## src/rtl/pool2x2_stream_if.sv

```systemverilog
// pool2x2_stream_if: pixel stream in, pooled result stream out.
//   valid_in   : data_in carries a valid pixel this cycle
//   data_in    : pixel, raster order
//   pool_mode  : 0 = max, 1 = average (sampled on the first pixel of a frame)
//   valid_out  : max_data carries a pooled result this cycle
//   max_data   : pooled result
//   frame_done : marks the last result of a frame
// master = producer of pixels / consumer of results, slave = pooling engine.
interface pool2x2_stream_if #(
    parameter int data_width = 32
);
    logic                  valid_in;
    logic [data_width-1:0] data_in;
    logic                  pool_mode;
    logic                  valid_out;
    logic [data_width-1:0] max_data;
    logic                  frame_done;

    modport master (
        output valid_in, data_in, pool_mode,
        input  valid_out, max_data, frame_done
    );

    modport slave (
        input  valid_in, data_in, pool_mode,
        output valid_out, max_data, frame_done
    );
endinterface

```

## src/rtl/pool2x2_stream.sv

```systemverilog
// pool2x2_stream: streaming 2x2 / stride-2 max or average pooling.
// Pixels arrive in raster order, one per valid_in beat. Even columns are
// held in a pending register, odd columns form a horizontal pair, even rows
// park that pair in a half-row buffer and odd rows combine it with the pair
// from the row above. The result is registered on the beat of the window's
// bottom-right pixel, so it appears one cycle later.
// Ports:
//   clk   : clock, all logic on posedge
//   reset : synchronous, active-high
//   s     : stream interface (slave side), see pool2x2_stream_if
module pool2x2_stream #(
    parameter int data_width = 32,
    parameter int img_width  = 28,
    parameter int img_height = 28,
    parameter bit is_signed  = 1'b1
) (
    input  logic             clk,
    input  logic             reset,
    pool2x2_stream_if.slave  s
);
    localparam int half  = img_width / 2;
    localparam int col_w = (img_width  > 1) ? $clog2(img_width)  : 1;
    localparam int row_w = (img_height > 1) ? $clog2(img_height) : 1;
    localparam int idx_w = (half > 1) ? $clog2(half) : 1;
    localparam int hw    = data_width + 1;   // horizontal pair width
    localparam int rw    = data_width + 2;   // 2x2 sum width

    localparam logic [col_w-1:0] col_last = col_w'(img_width - 1);
    localparam logic [row_w-1:0] row_last = row_w'(img_height - 1);

    // Sign- or zero-extend by one bit; extension preserves ordering, so
    // compares can be done on the widened values.
    function automatic logic [hw-1:0] ext_h(input logic [data_width-1:0] v);
        ext_h = {(is_signed ? v[data_width-1] : 1'b0), v};
    endfunction

    function automatic logic [rw-1:0] ext_r(input logic [hw-1:0] v);
        ext_r = {(is_signed ? v[hw-1] : 1'b0), v};
    endfunction

    function automatic logic gt_h(input logic [hw-1:0] a, input logic [hw-1:0] b);
        if (is_signed) gt_h = $signed(a) > $signed(b);
        else           gt_h = a > b;
    endfunction

    logic [col_w-1:0]      col;
    logic [row_w-1:0]      row;
    logic                  mode_reg;
    logic [data_width-1:0] pend;
    logic [hw-1:0]         row_buf [half];

    logic                  valid_q;
    logic [data_width-1:0] data_q;
    logic                  done_q;

    logic                  first_px;
    logic                  last_px;
    logic                  eff_mode;
    logic [idx_w-1:0]      idx;
    logic [hw-1:0]         pend_x, din_x, h_max, h_sum, h, above, r_max;
    logic [rw-1:0]         r_sum, r_avg;
    logic signed [rw-1:0]  r_sum_s, r_shr_s;
    logic [data_width-1:0] result;

    assign first_px = (row == '0) && (col == '0);
    assign last_px  = (row == row_last) && (col == col_last);
    // The first beat of a frame uses the live mode pin; mode_reg is only
    // loaded by that same beat.
    assign eff_mode = first_px ? s.pool_mode : mode_reg;
    assign idx      = idx_w'(col >> 1);

    // NOTE: every signal written here gets a value on every path (defaults
    // first), so no latches are inferred.
    always_comb begin
        pend_x  = ext_h(pend);
        din_x   = ext_h(s.data_in);
        h_max   = gt_h(pend_x, din_x) ? pend_x : din_x;
        h_sum   = pend_x + din_x;
        h       = eff_mode ? h_sum : h_max;
        above   = row_buf[idx];
        r_max   = gt_h(above, h) ? above : h;
        r_sum   = ext_r(above) + ext_r(h);
        r_sum_s = r_sum;
        r_shr_s = r_sum_s >>> 2;
        // Shift right by two is floor division by four in both encodings.
        r_avg   = is_signed ? rw'(r_shr_s) : (r_sum >> 2);
        result  = eff_mode ? r_avg[data_width-1:0] : r_max[data_width-1:0];
    end

    // NOTE: state is updated with non-blocking assignments so every register
    // sees the pre-edge values of the others.
    always_ff @(posedge clk) begin
        if (reset) begin
            col      <= '0;
            row      <= '0;
            mode_reg <= 1'b0;
            valid_q  <= 1'b0;
            data_q   <= '0;
            done_q   <= 1'b0;
        end else begin
            valid_q <= 1'b0;
            done_q  <= 1'b0;
            if (s.valid_in) begin
                if (first_px) mode_reg <= s.pool_mode;
                if (col[0] && row[0]) begin
                    valid_q <= 1'b1;
                    data_q  <= result;
                    done_q  <= last_px;
                end
                if (col == col_last) begin
                    col <= '0;
                    row <= (row == row_last) ? '0 : row + 1'b1;
                end else begin
                    col <= col + 1'b1;
                end
            end
        end
    end

    // NOTE: the pixel datapath has no reset; its contents are always written
    // before being read within a frame, so clearing it would be wasted logic.
    always_ff @(posedge clk) begin
        if (s.valid_in) begin
            if (!col[0])     pend         <= s.data_in;
            else if (!row[0]) row_buf[idx] <= h;
        end
    end

    assign s.valid_out  = valid_q;
    assign s.max_data   = data_q;
    assign s.frame_done = done_q;
endmodule
```

## src/flat_wrapper.sv

```systemverilog
// flat-port wrapper written by rule: the top's interface ports become plain ports
module pool2x2_stream_flat 
#(
    parameter int data_width = 32,
    parameter int img_width  = 28,
    parameter int img_height = 28,
    parameter bit is_signed  = 1'b1
)
  (clk, reset, s_valid_in, s_data_in, s_pool_mode, s_valid_out, s_max_data, s_frame_done);
  pool2x2_stream_if #(.data_width(data_width)) s_i ();
  input  logic clk;
  input  logic reset;
  input wire logic [$bits(s_i.valid_in)-1:0] s_valid_in;
  input wire logic [$bits(s_i.data_in)-1:0] s_data_in;
  input wire logic [$bits(s_i.pool_mode)-1:0] s_pool_mode;
  output wire logic [$bits(s_i.valid_out)-1:0] s_valid_out;
  output wire logic [$bits(s_i.max_data)-1:0] s_max_data;
  output wire logic [$bits(s_i.frame_done)-1:0] s_frame_done;
  assign s_i.valid_in = s_valid_in;
  assign s_i.data_in = s_data_in;
  assign s_i.pool_mode = s_pool_mode;
  assign s_valid_out = s_i.valid_out;
  assign s_max_data = s_i.max_data;
  assign s_frame_done = s_i.frame_done;
  pool2x2_stream #(.data_width(data_width), .img_width(img_width), .img_height(img_height), .is_signed(is_signed)) u_core (.clk(clk), .reset(reset), .s(s_i));
endmodule
```

## config.mk

```make
export PLATFORM = sky130hd
export DESIGN_NAME = pool2x2_stream_flat
export DESIGN_NICKNAME = d
export VERILOG_FILES = /design/src/rtl/pool2x2_stream_if.sv /design/src/rtl/pool2x2_stream.sv /design/src/flat_wrapper.sv
export SDC_FILE = /design/constraint.sdc
export NUM_CORES = 1
export LEC_CHECK = 0
export CAP_MARGIN = 20
export CORE_AREA = 3 3 256 258
export DETAILED_ROUTE_END_ITERATION = 16
export DIE_AREA = 0 0 259 261
export PLACE_DENSITY = 0.63
export SYNTH_ARGS = -nofsm -noshare
export SYNTH_HDL_FRONTEND = slang
export SYNTH_SLANG_ARGS = --single-unit
```

## constraint.sdc

```tcl
create_clock -name clk -period 5.9 [get_ports clk]
set_input_delay 0.59 -clock clk [delete_from_list [all_inputs] [get_ports clk]]
set_output_delay 0.59 -clock clk [all_outputs]
set_load 0.02 [all_outputs]
```

==> impl_metrics.tcl <==
set metrics [dict create \
    numCtsBuffers 54 \
    grt_pass1_vias 17700 \
    hold_class "reg -> reg" \
    synth-seq-cells 543 \
    post_drt_wl_per_cell_um 23.0 \
    fin_setup_tns_ns 0 \
    synthArstFlopShare_pct 0 \
    grt_max_degree 39 \
    ys_seq_area_share_pct 59.7 \
    syn_to_final_growth_pct 23.1 \
    grt_pass1_wl_mm 108 \
    final.min_clock_period_ns 5.75 \
    fin_skew_ns 0.0188 \
    slew_viol_final 0 \
    clock_path_buffers 3 \
    drc 0 \
    dieArea_um2 67600 \
    place_worst_setup_slack_ns -0.577 \
    cts_hold_buf 0 \
    power_density_nw_per_um2 323 \
    clock-sinks 543 \
    leakagePower_nw 11.6 \
    viasPerCell 5.56 \
    antenna_found_initial 0 \
    design_area_um2 32600 \
    hold-worst-slack_ns 0.497 \
    vias 17200 \
    core_area_um2 63200 \
    totalWireLength_mm 71.3 \
    synth_nets 1979 \
    fin_ws_ns 0.150 \
    largest-register "u_core.row_buf" \
    syn_area_per_cell_um2 14.7 \
    fin_nets 2373 \
    largest_reg_flops 462 \
    initial_core_util_pct 41.9 \
    grt_use_total_pct 21.1 \
    synthFlopType "edfxtp_1" \
    yosys_warnings 0 \
    worst_ir_drop_vdd_mv 0.234 \
    maxCapViolCount 0 \
    period_share_pct 97.5 \
    place_area_um2 30700 \
    critPathTopFamily "simple AND/OR/NAND/NOR gates" \
    grt_use_met3_pct 3.08 \
    ios 70 \
    path_cells "clkdlybuf4s50_1 -> inv_1 -> ha_1 -> nand3_1 -> or4_1 -> buf_4 -> o31ai_1 -> or2_4 -> buf_12 -> mux2i_1 -> a21o_1 -> ha_1 -> buf_4 -> a21oi_1 -> o21bai_1 -> a221o_1 -> nor4_1 -> nor4bb_4 -> or2_4 -> buf_4 -> nand2_1 -> o221a_2 -> o31ai_1" \
    grt.met2_usage_pct 35.4 \
    n_fill_cell 5237 \
    slew_headroom_pct 33.4 \
    first_iter_violations 1404 \
    met1_usage_pct 28.2 \
    finalHoldViolCount 0 \
    grt_busiest_layer "met2" \
    first_pass_iters 7 \
    max_freq_mhz 174 \
    drive_gt1_share_pct 29.6 \
    clkSlewWorstSetupHoldPaths_ns 0.06 \
    rows 92 \
    crit_arrival_ns 6.28 \
    synth_edf_count 494 \
    worstPathMaxFanout 12 \
    numPortBuffers 69 \
    postSynthCellCount 1808 \
    path_class "in -> reg" \
    cp-start-kind "input pin" \
    overflow 0 \
    worst_pin_slew_ns 0.978 \
    hpwl_mm 48.2 \
    end_kind "flop" \
    setup-violations-final 0 \
    die_x_um 259 \
    place_congestion 0.916 \
    worstSkewPairLatency_ns 0.62 \
    critical_path_required_ns 6.43 \
    worst_path_largest_cell_delay_ns 0.54 \
    cp_slowest_cell "or4_1" \
    path_common_cell "buf_4" \
    synth_area_um2 26500 \
    status "complete, no violations" \
    die_h_um 261 \
    synth_cell_types 82 \
    cts_max_level 2 \
    cts-root-buf "clkbuf_16" \
    ant_nets 0 \
    cts_tree "yes" \
    cp.buffers_inverters 6 \
]
power breakdown:
part	switching, mW	total [mW]	internal, mW
Clock	1.51	3.39	1.88
Combinational	1.48	2.68	1.20
Sequential	0.0317	4.47	4.44
worst reg2reg max path, stage by stage (launching register included):
cell	delay (ns)
edfxtp_1	0.43
ha_1	0.44
nand3_1	0.14
or4_1	0.54
buf_4	0.15
o31ai_1	0.29
or2_4	0.26
buf_12	0.17
mux2i_1	0.48
a21o_1	0.20
ha_1	0.23
buf_4	0.16
a21oi_1	0.14
o21bai_1	0.07
a221o_1	0.30
nor4_1	0.27
nor4bb_4	0.30
or2_4	0.21
buf_4	0.18
nand2_1	0.16
o221a_2	0.31
o31ai_1	0.18
cell type report:
type                            count  area, um2  area share (%)
Tap cell                          846       1060            3.25
Clock inverter                     40        387            1.19
Antenna cell                        2       5.00          0.0153
Sequential cell                   543      15800            48.5
Timing Repair Buffer              418       3390            10.4
Clock buffer                       61       1380            4.22
Multi-Input combinational cell   1085      10200            31.3
Inverter                          100        375            1.15
final timing paths:
| path | from | end | slack, ns | depth (start not counted) |
|---|---|---|---|---|
| setup / recovery | s_data_in[4] | u_core.s.max_data[28] | 0.15 | 23 |
| hold / removal | u_core.s.max_data[26] | u_core.s.max_data[26] | 0.50 | 2 |
| setup reg to reg | u_core.pend[4] | u_core.s.max_data[28] | 0.21 | 21 |
| hold reg to reg | u_core.s.max_data[26] | u_core.s.max_data[26] | 0.50 | 2 |
Yosys cell counts (11+ instances only):
cell type | number | share of area (%)
o21ai_0 | 54 | 1.0
a211oi_1 | 13 | 0.37
nand2b_1 | 14 | 0.33
a21o_1 | 11 | 0.31
nor4_1 | 13 | 0.31
or2_2 | 11 | 0.26
nand3_1 | 21 | 0.40
nor3_1 | 31 | 0.59
o21a_1 | 14 | 0.40
a21oi_1 | 95 | 1.8
o211ai_1 | 17 | 0.48
o21bai_1 | 16 | 0.45
nor2b_1 | 16 | 0.38
nand4_1 | 20 | 0.47
clkbuf_1 | 45 | 0.64
inv_1 | 99 | 1.4
mux2i_1 | 53 | 2.0
nand2_1 | 73 | 1.0
mux4_2 | 128 | 11
dfxtp_1 | 49 | 3.7
mux2_2 | 45 | 1.9
nor2_1 | 108 | 1.5
buf_2 | 20 | 0.38
xnor2_1 | 42 | 1.4
edfxtp_1 | 494 | 56
ha_1 | 134 | 6.3
buf_1 | 11 | 0.16
o31ai_1 | 15 | 0.43
placed cells by master (no fill, tap or decap), drive strengths merged, types with 46 or more instances in the layout:
cell / instances
edfxtp: 494
buf: 349
ha: 134
mux4: 128
nor2: 108
inv: 102
a21oi: 95
nand2: 73
clkdlybuf4s50: 69
clkbuf: 61
o21ai: 56
mux2i: 53
dfxtp: 49
mux2: 46
cell families after synthesis:
group	after synthesis	share of synthesized area, %
xor gates and xnor gates	52	1.72
muxes	227	14.9
adders and majority gates	135	6.40
DFF	543	59.7
and+or+nand+nor	353	6.63
AOI/OAI and AO/OA	318	8.00
buffers and inverters	180	2.70
metal layers:
metal  wire length, um  vias up
li1                  -     7870
met1             30500     8696
met2             34500      510
met3              3810      128
met4              2520        0
met5                 0        -
timing repair:
action                     in CTS  in global routing
setup endpoints to repair       0                 31
gates resized for setup         0                 25
buffers inserted                0                  1
through the flow:
step	utilization [%]	total power, mW	instances
after floorplan	-	5.94	1808
after global placement	48.6	7.13	2991
after CTS	51.4	10.6	3092
final	51.6	10.5	3095
after global routing	51.6	11.0	3093
after detailed placement	48.6	7.17	2991
Power figures use the tool's default switching activity.
